==> src/rtl/instruction_fetch_unit_pkg.sv <==
// Shared types and constants for the instruction fetch path in front of InstructionMemory.
// The fetch queue entry pairs each captured word with the PC it was read from.
package imem_pkg;

  localparam int MEM_BYTES_DEF = 512;
  localparam int INSTR_W = 32;
  localparam logic [INSTR_W-1:0] NOP = 32'h0;

  typedef enum logic [1:0] {
    IDLE,
    RUN,
    HALT,
    FAULT
  } fetch_state_t;

  typedef struct packed {
    logic [31:0]        pc;
    logic [INSTR_W-1:0] instr;
  } fetch_entry_t;

  // A redirect is usable only if word aligned and inside the fetch window.
  function automatic logic isLegalTarget(input logic [31:0] target, input logic [31:0] lastPc);
    return (target[1:0] == 2'b00) && (target <= lastPc);
  endfunction

endpackage

==> src/rtl/instruction_fetch_unit_if.sv <==
// Memory, control and decode-handshake signals of the fetch unit.
// master is the fetch unit itself; slave is the surrounding datapath (memory + decode).
interface instruction_fetch_unit_if;
  import imem_pkg::*;

  logic                start;
  logic                redirectValid;
  logic [31:0]         redirectTarget;
  logic [31:0]         instructionAddress;
  logic [INSTR_W-1:0]  instructionIn;
  logic                fetchValid;
  logic                fetchReady;
  logic [INSTR_W-1:0]  fetchInstruction;
  logic [31:0]         fetchPc;
  logic                halted;
  logic                fault;

  modport master (
    input  start, redirectValid, redirectTarget, instructionIn, fetchReady,
    output instructionAddress, fetchValid, fetchInstruction, fetchPc, halted, fault
  );

  modport slave (
    output start, redirectValid, redirectTarget, instructionIn, fetchReady,
    input  instructionAddress, fetchValid, fetchInstruction, fetchPc, halted, fault
  );

endinterface

==> src/rtl/instruction_fetch_unit_fetch_queue.sv <==
// Synchronous FIFO of fetch entries; flush wins over push and pop.
// Head reads as zero while empty so the decode side never sees stale data.
module fetch_queue
  import imem_pkg::*;
#(
  parameter int DEPTH = 2
) (
  input  logic         clock,
  input  logic         resetN,
  input  logic         push,
  input  logic         pop,
  input  logic         flush,
  input  fetch_entry_t pushEntry,
  output logic         full,
  output logic         empty,
  output fetch_entry_t head
);

  localparam int PTR_W = (DEPTH > 1) ? $clog2(DEPTH) : 1;
  localparam int CNT_W = $clog2(DEPTH) + 1;
  localparam logic [PTR_W-1:0] PTR_ONE   = PTR_W'(1);
  localparam logic [CNT_W-1:0] CNT_ONE   = CNT_W'(1);
  localparam logic [CNT_W-1:0] CNT_DEPTH = CNT_W'(DEPTH);

  fetch_entry_t     slots [DEPTH];
  logic [PTR_W-1:0] wrPtr;
  logic [PTR_W-1:0] rdPtr;
  logic [CNT_W-1:0] count;
  logic             doPush;
  logic             doPop;

  assign empty  = (count == '0);
  assign full   = (count == CNT_DEPTH);
  assign doPop  = pop && !empty;
  assign doPush = push && (!full || doPop);
  assign head   = empty ? '{pc: 32'h0, instr: NOP} : slots[rdPtr];

  always_ff @(posedge clock or negedge resetN) begin
    if (!resetN) begin
      wrPtr <= '0;
      rdPtr <= '0;
      count <= '0;
    end else if (flush) begin
      wrPtr <= '0;
      rdPtr <= '0;
      count <= '0;
    end else begin
      if (doPush) wrPtr <= wrPtr + PTR_ONE;
      if (doPop)  rdPtr <= rdPtr + PTR_ONE;
      if (doPush && !doPop) begin
        count <= count + CNT_ONE;
      end else if (doPop && !doPush) begin
        count <= count - CNT_ONE;
      end
    end
  end

  // When full with a simultaneous pop, wrPtr equals rdPtr; the head is read before this write lands.
  always_ff @(posedge clock) begin
    if (doPush && !flush) slots[wrPtr] <= pushEntry;
  end

endmodule

==> src/rtl/instruction_fetch_unit.sv <==
// Fetch sequencer: owns the PC, reads the combinational InstructionMemory and queues {PC, word} for decode.
// Branch/jump redirects flush the queue; an illegal target locks the unit in FAULT until reset.
//
//   state | meaning
//   IDLE  | waiting for start, nothing issued
//   RUN   | issuing one fetch per edge while the queue has room (or is popping)
//   HALT  | PC ran past the memory window; queue drains, legal redirect resumes
//   FAULT | illegal redirect seen; queue flushed, sticky until reset
module instruction_fetch_unit
  import imem_pkg::*;
#(
  parameter logic [31:0] RESET_PC  = 32'h0000_0000,
  parameter int          MEM_BYTES = MEM_BYTES_DEF,
  parameter int          DEPTH     = 2
) (
  input logic                       clock,
  input logic                       resetN,
  instruction_fetch_unit_if.master  bus
);

  localparam logic [31:0] LAST_PC = 32'(MEM_BYTES - 4);

  fetch_state_t state;
  logic [31:0]  pc;
  logic [31:0]  pcNext;
  logic         haltedReg;
  logic         faultReg;
  logic         qFull;
  logic         qEmpty;
  logic         qPush;
  logic         qPop;
  logic         qFlush;
  logic         redirectTake;
  logic         redirectLegal;
  fetch_entry_t pushEntry;
  fetch_entry_t headEntry;

  assign pcNext        = pc + 32'd4;
  assign redirectTake  = bus.redirectValid && ((state == RUN) || (state == HALT));
  assign redirectLegal = isLegalTarget(bus.redirectTarget, LAST_PC);

  // Any redirect in RUN blocks the push, legal or not: the word at the old PC is dead either way.
  assign qFlush    = redirectTake;
  assign qPop      = !qEmpty && bus.fetchReady;
  assign qPush     = (state == RUN) && !bus.redirectValid && (!qFull || qPop);
  assign pushEntry = '{pc: pc, instr: bus.instructionIn};

  fetch_queue #(
    .DEPTH(DEPTH)
  ) queue (
    .clock    (clock),
    .resetN   (resetN),
    .push     (qPush),
    .pop      (qPop),
    .flush    (qFlush),
    .pushEntry(pushEntry),
    .full     (qFull),
    .empty    (qEmpty),
    .head     (headEntry)
  );

  always_ff @(posedge clock or negedge resetN) begin
    if (!resetN) begin
      state     <= IDLE;
      pc        <= RESET_PC;
      haltedReg <= 1'b0;
      faultReg  <= 1'b0;
    end else begin
      case (state)
        IDLE: begin
          if (bus.start) state <= RUN;
        end
        RUN, HALT: begin
          if (redirectTake) begin
            haltedReg <= 1'b0;
            if (redirectLegal) begin
              pc    <= bus.redirectTarget;
              state <= RUN;
            end else begin
              state    <= FAULT;
              faultReg <= 1'b1;
            end
          end else if (qPush) begin
            pc <= pcNext;
            if (pcNext > LAST_PC) begin
              state     <= HALT;
              haltedReg <= 1'b1;
            end
          end
        end
        FAULT: begin
          state <= FAULT;
        end
        default: begin
          state <= IDLE;
        end
      endcase
    end
  end

  assign bus.instructionAddress = pc;
  assign bus.fetchValid         = !qEmpty;
  assign bus.fetchInstruction   = headEntry.instr;
  assign bus.fetchPc            = headEntry.pc;
  assign bus.halted             = haltedReg;
  assign bus.fault              = faultReg;

endmodule

==> src/flat_wrapper.sv <==
// flat-port wrapper written by rule: the top's interface ports become plain ports
module instruction_fetch_unit_flat import imem_pkg::*;
#(
  parameter logic [31:0] RESET_PC  = 32'h0000_0000,
  parameter int          MEM_BYTES = MEM_BYTES_DEF,
  parameter int          DEPTH     = 2
)
  (clock, resetN, bus_start, bus_redirectValid, bus_redirectTarget, bus_instructionIn, bus_fetchReady, bus_instructionAddress, bus_fetchValid, bus_fetchInstruction, bus_fetchPc, bus_halted, bus_fault);
  instruction_fetch_unit_if bus_i ();
  input logic clock;
  input logic resetN;
  input wire logic [$bits(bus_i.start)-1:0] bus_start;
  input wire logic [$bits(bus_i.redirectValid)-1:0] bus_redirectValid;
  input wire logic [$bits(bus_i.redirectTarget)-1:0] bus_redirectTarget;
  input wire logic [$bits(bus_i.instructionIn)-1:0] bus_instructionIn;
  input wire logic [$bits(bus_i.fetchReady)-1:0] bus_fetchReady;
  output wire logic [$bits(bus_i.instructionAddress)-1:0] bus_instructionAddress;
  output wire logic [$bits(bus_i.fetchValid)-1:0] bus_fetchValid;
  output wire logic [$bits(bus_i.fetchInstruction)-1:0] bus_fetchInstruction;
  output wire logic [$bits(bus_i.fetchPc)-1:0] bus_fetchPc;
  output wire logic [$bits(bus_i.halted)-1:0] bus_halted;
  output wire logic [$bits(bus_i.fault)-1:0] bus_fault;
  assign bus_i.start = bus_start;
  assign bus_i.redirectValid = bus_redirectValid;
  assign bus_i.redirectTarget = bus_redirectTarget;
  assign bus_i.instructionIn = bus_instructionIn;
  assign bus_i.fetchReady = bus_fetchReady;
  assign bus_instructionAddress = bus_i.instructionAddress;
  assign bus_fetchValid = bus_i.fetchValid;
  assign bus_fetchInstruction = bus_i.fetchInstruction;
  assign bus_fetchPc = bus_i.fetchPc;
  assign bus_halted = bus_i.halted;
  assign bus_fault = bus_i.fault;
  instruction_fetch_unit #(.RESET_PC(RESET_PC), .MEM_BYTES(MEM_BYTES), .DEPTH(DEPTH)) u_core (.clock(clock), .resetN(resetN), .bus(bus_i));
endmodule
==> config.mk <==
export PLATFORM = sky130hd
export DESIGN_NAME = instruction_fetch_unit_flat
export DESIGN_NICKNAME = d
export VERILOG_FILES = /design/src/rtl/instruction_fetch_unit_pkg.sv /design/src/rtl/instruction_fetch_unit_if.sv /design/src/rtl/instruction_fetch_unit_fetch_queue.sv /design/src/rtl/instruction_fetch_unit.sv /design/src/flat_wrapper.sv
export SDC_FILE = /design/constraint.sdc
export NUM_CORES = 1
export LEC_CHECK = 0
export ABC_AREA = 1
export ABC_CLOCK_PERIOD_IN_PS = 7960
export CAP_MARGIN = 20
export CORE_ASPECT_RATIO = 1.75
export CORE_MARGIN = 4
export CORE_UTILIZATION = 35
export DETAILED_ROUTE_END_ITERATION = 10
export GPL_TIMING_DRIVEN = 0
export SLEW_MARGIN = 20
export SYNTH_ARGS = -nofsm -noshare
export SYNTH_HDL_FRONTEND = slang
export SYNTH_SLANG_ARGS = --single-unit
==> constraint.sdc <==
create_clock -name clock -period 7.96 [get_ports clock]
set_input_delay 1.99 -clock clock [delete_from_list [all_inputs] [get_ports clock]]
set_output_delay 1.99 -clock clock [all_outputs]
set_load 0.05 [all_outputs]
==> load_flow_metrics.sql <==
INSERT INTO impl_metrics (metric_group, metric, value, unit) VALUES
('status', 'status', 'complete, no violations', ''),
('clock_network', 'h_tree_depth', '4', ''),
('run', 'max_cap_violations', '0', ''),
('logic_synthesis', 'synth-warning-count', '0', ''),
('logic_synthesis', 'yosys_register_bits', '168', ''),
('worst_hold_path', 'timing.hold.worst_path_depth', '1', ''),
('clock_network', 'clk_pin_slew', '0.06', 'ns'),
('logic_synthesis', 'yosys.area.top_type', 'sky130_fd_sc_hd__edfxtp_1', ''),
('sta', 'final.setup_skew', '0.0114', 'ns'),
('logic_synthesis', 'ys.flop_type', 'sky130_fd_sc_hd__edfxtp_1', ''),
('logic_synthesis', 'synth_compound_area_frac', '0.0838', ''),
('route', 'detailroute.via_count', '6147', ''),
('finish', 'stdcell_area', '10400', 'um2'),
('global_route', 'antenna_found_initial', '0', ''),
('power_and_ir_drop', 'max-vdd-ir-drop', '0.255', 'mV'),
('die', 'rows', '71', ''),
('sta', 'post-route-period-util', '0.632', ''),
('logic_synthesis', 'synth.area.top_cells', 'sky130_fd_sc_hd__edfxtp_1 50%, sky130_fd_sc_hd__nand2_1 14%, sky130_fd_sc_hd__dfrtp_1 13%, sky130_fd_sc_hd__a21oi_1 5.0%, sky130_fd_sc_hd__nor2_1 3.5%', ''),
('sta', 'finalHoldViolCount', '0', ''),
('logic_synthesis', 'synth_enable_flop_cells', '128', ''),
('logic_synthesis', 'ys_types', '26', ''),
('worst_setup_path', 'critPathArrivalTime', '3.04', 'ns'),
('sta', 'grt_setup_unrepaired', 'false', ''),
('logic_synthesis', 'syn_avg_cell_area', '9.47', 'um2'),
('route', 'routedWlPerCell', '16.5', 'um'),
('worst_setup_path', 'r2r-start', 'u_core.bus.instructionAddress[3]', ''),
('worst_setup_path', 'r2r_cells', '14', ''),
('global_route', 'grtUsageTotal', '0.181', ''),
('die', 'floorplan.die.height', '203', 'um'),
('logic_synthesis', 'synth.top_cell.area_share', '0.505', ''),
('power_and_ir_drop', 'power.density', '452', 'nW/um2'),
('worst_setup_path', 'path_class', 'reg2out', ''),
('route', 'finalWirelength', '21400', 'um'),
('die', 'start_util', '0.354', ''),
('route', 'drt_iter0_markers', '334', ''),
('place', 'detailedPlacementHpwl', '16000', 'um'),
('clock_network', 'cts_max_path_buffers', '2', ''),
('route', 'dr.pass1.iters', '4', ''),
('sta', 'number_of_slew_limit_violations_in_the_final_report', '0', ''),
('worst_setup_path', 'cp_max_fo', '10', ''),
('finish', 'fillCellCount', '2063', ''),
('die', 'overall_die_area', '24300', 'um2'),
('logic_synthesis', 'synth.area.mux_share', '0', ''),
('place', 'placedCellCount', '1268', ''),
('route', 'remaining_drc_errors', '0', ''),
('clock_network', 'clockRootBuffer', 'sky130_fd_sc_hd__clkbuf_16', ''),
('clock_network', 'clk-insertion-delay-late', '0.43', 'ns'),
('route', 'via_per_inst', '4.73', ''),
('power_and_ir_drop', 'power.total', '4.68', 'mW'),
('worst_hold_path', 'hold_start', 'u_core.bus.fault', ''),
('finish', 'layout_utilization', '0.482', ''),
('finish', 'syn2layout_area_growth', '36.0', '%'),
('logic_synthesis', 'dominant_combinational_cell_family_by_area_after_synthesis', 'simple AND/OR/NAND/NOR gates', ''),
('global_route', 'globalRouteOverflowTotal', '0', ''),
('logic_synthesis', 'seq_area_frac_synth', '0.636', ''),
('global_route', 'first_global_vias', '6201', ''),
('worst_hold_path', 'hold_path.class', 'reg2reg', ''),
('sta', 'setup_viol_count_final', '0', ''),
('sta', 'totalNegativeSetupSlack', '0', 'ns'),
('clock_network', 'cts_tree', 'yes', ''),
('finish', 'design.final.nets', '1070', ''),
('route', 'ant_nets', '0', ''),
('logic_synthesis', 'synth.most_common_cell', 'sky130_fd_sc_hd__nand2_1', ''),
('global_route', 'maximum_number_of_pins_on_one_net_before_global_route_repair', '30', ''),
('clock_network', 'hold_buffers', '0', ''),
('sta', 'timing.fmax', '0.199', 'GHz'),
('logic_synthesis', 'synth_fa_ha_area_frac', '0.00986', ''),
('global_route', 'grt_pass1_wl', '33700', 'um'),
('place', 'placedInstanceArea', '9780', 'um2'),
('worst_setup_path', 'critical_path_required', '5.97', 'ns'),
('clock_network', 'post_cts_resized', '0', '');
-- per-layer routing --
layer  global-route usage  up-vias  routed length, um
met5                    0        -                  0
met4               0.0868        0                766
met3               0.0302       39                800
met2                0.337      165              11900
met1                0.198     2882               7960
li1                     -     3061                  -
-- logic make-up after synthesis --
logic type,Yosys count
compound gates,123
xor+xnor,2
fa+ha+maj,6
buf+inv,88
flops,168
simple gates,417
-- power breakdown --
group / total [mW] / internal (mW) / switching [mW]
Clock: 0.807 / 0.462 / 0.346
Combinational: 2.47 / 0.729 / 1.74
Sequential: 1.41 / 1.19 / 0.214
Total: 4.68 / 2.38 / 2.30
-- through the flow --
step,setup WS [ns],hold slack [ns]
floorplan,2.52,0.466
global placement,0.159,0.469
detailed placement,3.21,0.469
CTS,2.73,0.484
global route,2.73,0.500
finish,2.93,0.479
-- worst max-delay path: stages (launching register included) --
cell	delay, ns
sky130_fd_sc_hd__dfrtp_1	0.40
sky130_fd_sc_hd__nor2_1	0.23
sky130_fd_sc_hd__clkbuf_1	0.52
sky130_fd_sc_hd__buf_1	0.57
sky130_fd_sc_hd__a21oi_1	0.14
sky130_fd_sc_hd__clkdlybuf4s50_1	0.74
-- placed cells by master (no fill, tap or decap), types with 2 or more instances in the layout --
master                              n
sky130_fd_sc_hd__a21oi_1           76
sky130_fd_sc_hd__a31oi_1            4
sky130_fd_sc_hd__buf_1              5
sky130_fd_sc_hd__buf_12             3
sky130_fd_sc_hd__buf_16             2
sky130_fd_sc_hd__buf_2              2
sky130_fd_sc_hd__bufinv_16          2
sky130_fd_sc_hd__clkbuf_1          23
sky130_fd_sc_hd__clkbuf_16         17
sky130_fd_sc_hd__clkdlybuf4s50_1  166
sky130_fd_sc_hd__clkinv_2           3
sky130_fd_sc_hd__clkinvlp_4         5
sky130_fd_sc_hd__dfrtp_1           40
sky130_fd_sc_hd__edfxtp_1         128
sky130_fd_sc_hd__ha_1               6
sky130_fd_sc_hd__inv_1             58
sky130_fd_sc_hd__inv_6              3
sky130_fd_sc_hd__nand2_1          283
sky130_fd_sc_hd__nand2_2            8
sky130_fd_sc_hd__nand3_1           30
sky130_fd_sc_hd__nand4_1            6
sky130_fd_sc_hd__nor2_1            69
sky130_fd_sc_hd__nor2_2             5
sky130_fd_sc_hd__nor2_4             7
sky130_fd_sc_hd__nor3_1             5
sky130_fd_sc_hd__nor4_1             3
sky130_fd_sc_hd__o211ai_1           3
sky130_fd_sc_hd__o21ai_0           36
sky130_fd_sc_hd__o21bai_1           2
sky130_fd_sc_hd__xor2_1             2
-- state kept, by name, summed over array words and instances, names as in the netlist --
| register | cells |
|---|---|
| u_core.queue.rdPtr | 1 |
| u_core.queue.slots | 128 |
| u_core.state | 2 |
| u_core.bus.halted | 1 |
| u_core.bus.instructionAddress | 32 |
| u_core.queue.count | 2 |
| u_core.bus.fault | 1 |
| u_core.queue.wrPtr | 1 |
-- worst min path at each step --
| stage | end | slack, ns |
|---|---|---|
| after CTS | u_core.bus.fault | 0.48 |
| after global placement | u_core.bus.fault | 0.47 |
| after global routing | u_core.bus.fault | 0.50 |
| final | u_core.bus.fault | 0.48 |
| after floorplan | u_core.state[1] | 0.47 |
| after detailed placement | u_core.bus.fault | 0.47 |
-- area by class of cell --
type / instances / area share
sequential: 168 / 0.468
multi-input combinational: 548 / 0.237
timing repair buffer: 172 / 0.172
clock buffer: 17 / 0.0411
tap: 292 / 0.0353
inverter: 59 / 0.0214
clock inverter: 15 / 0.0146
buffer: 29 / 0.0106
No activity file was read; power rests on OpenSTA's default activity.
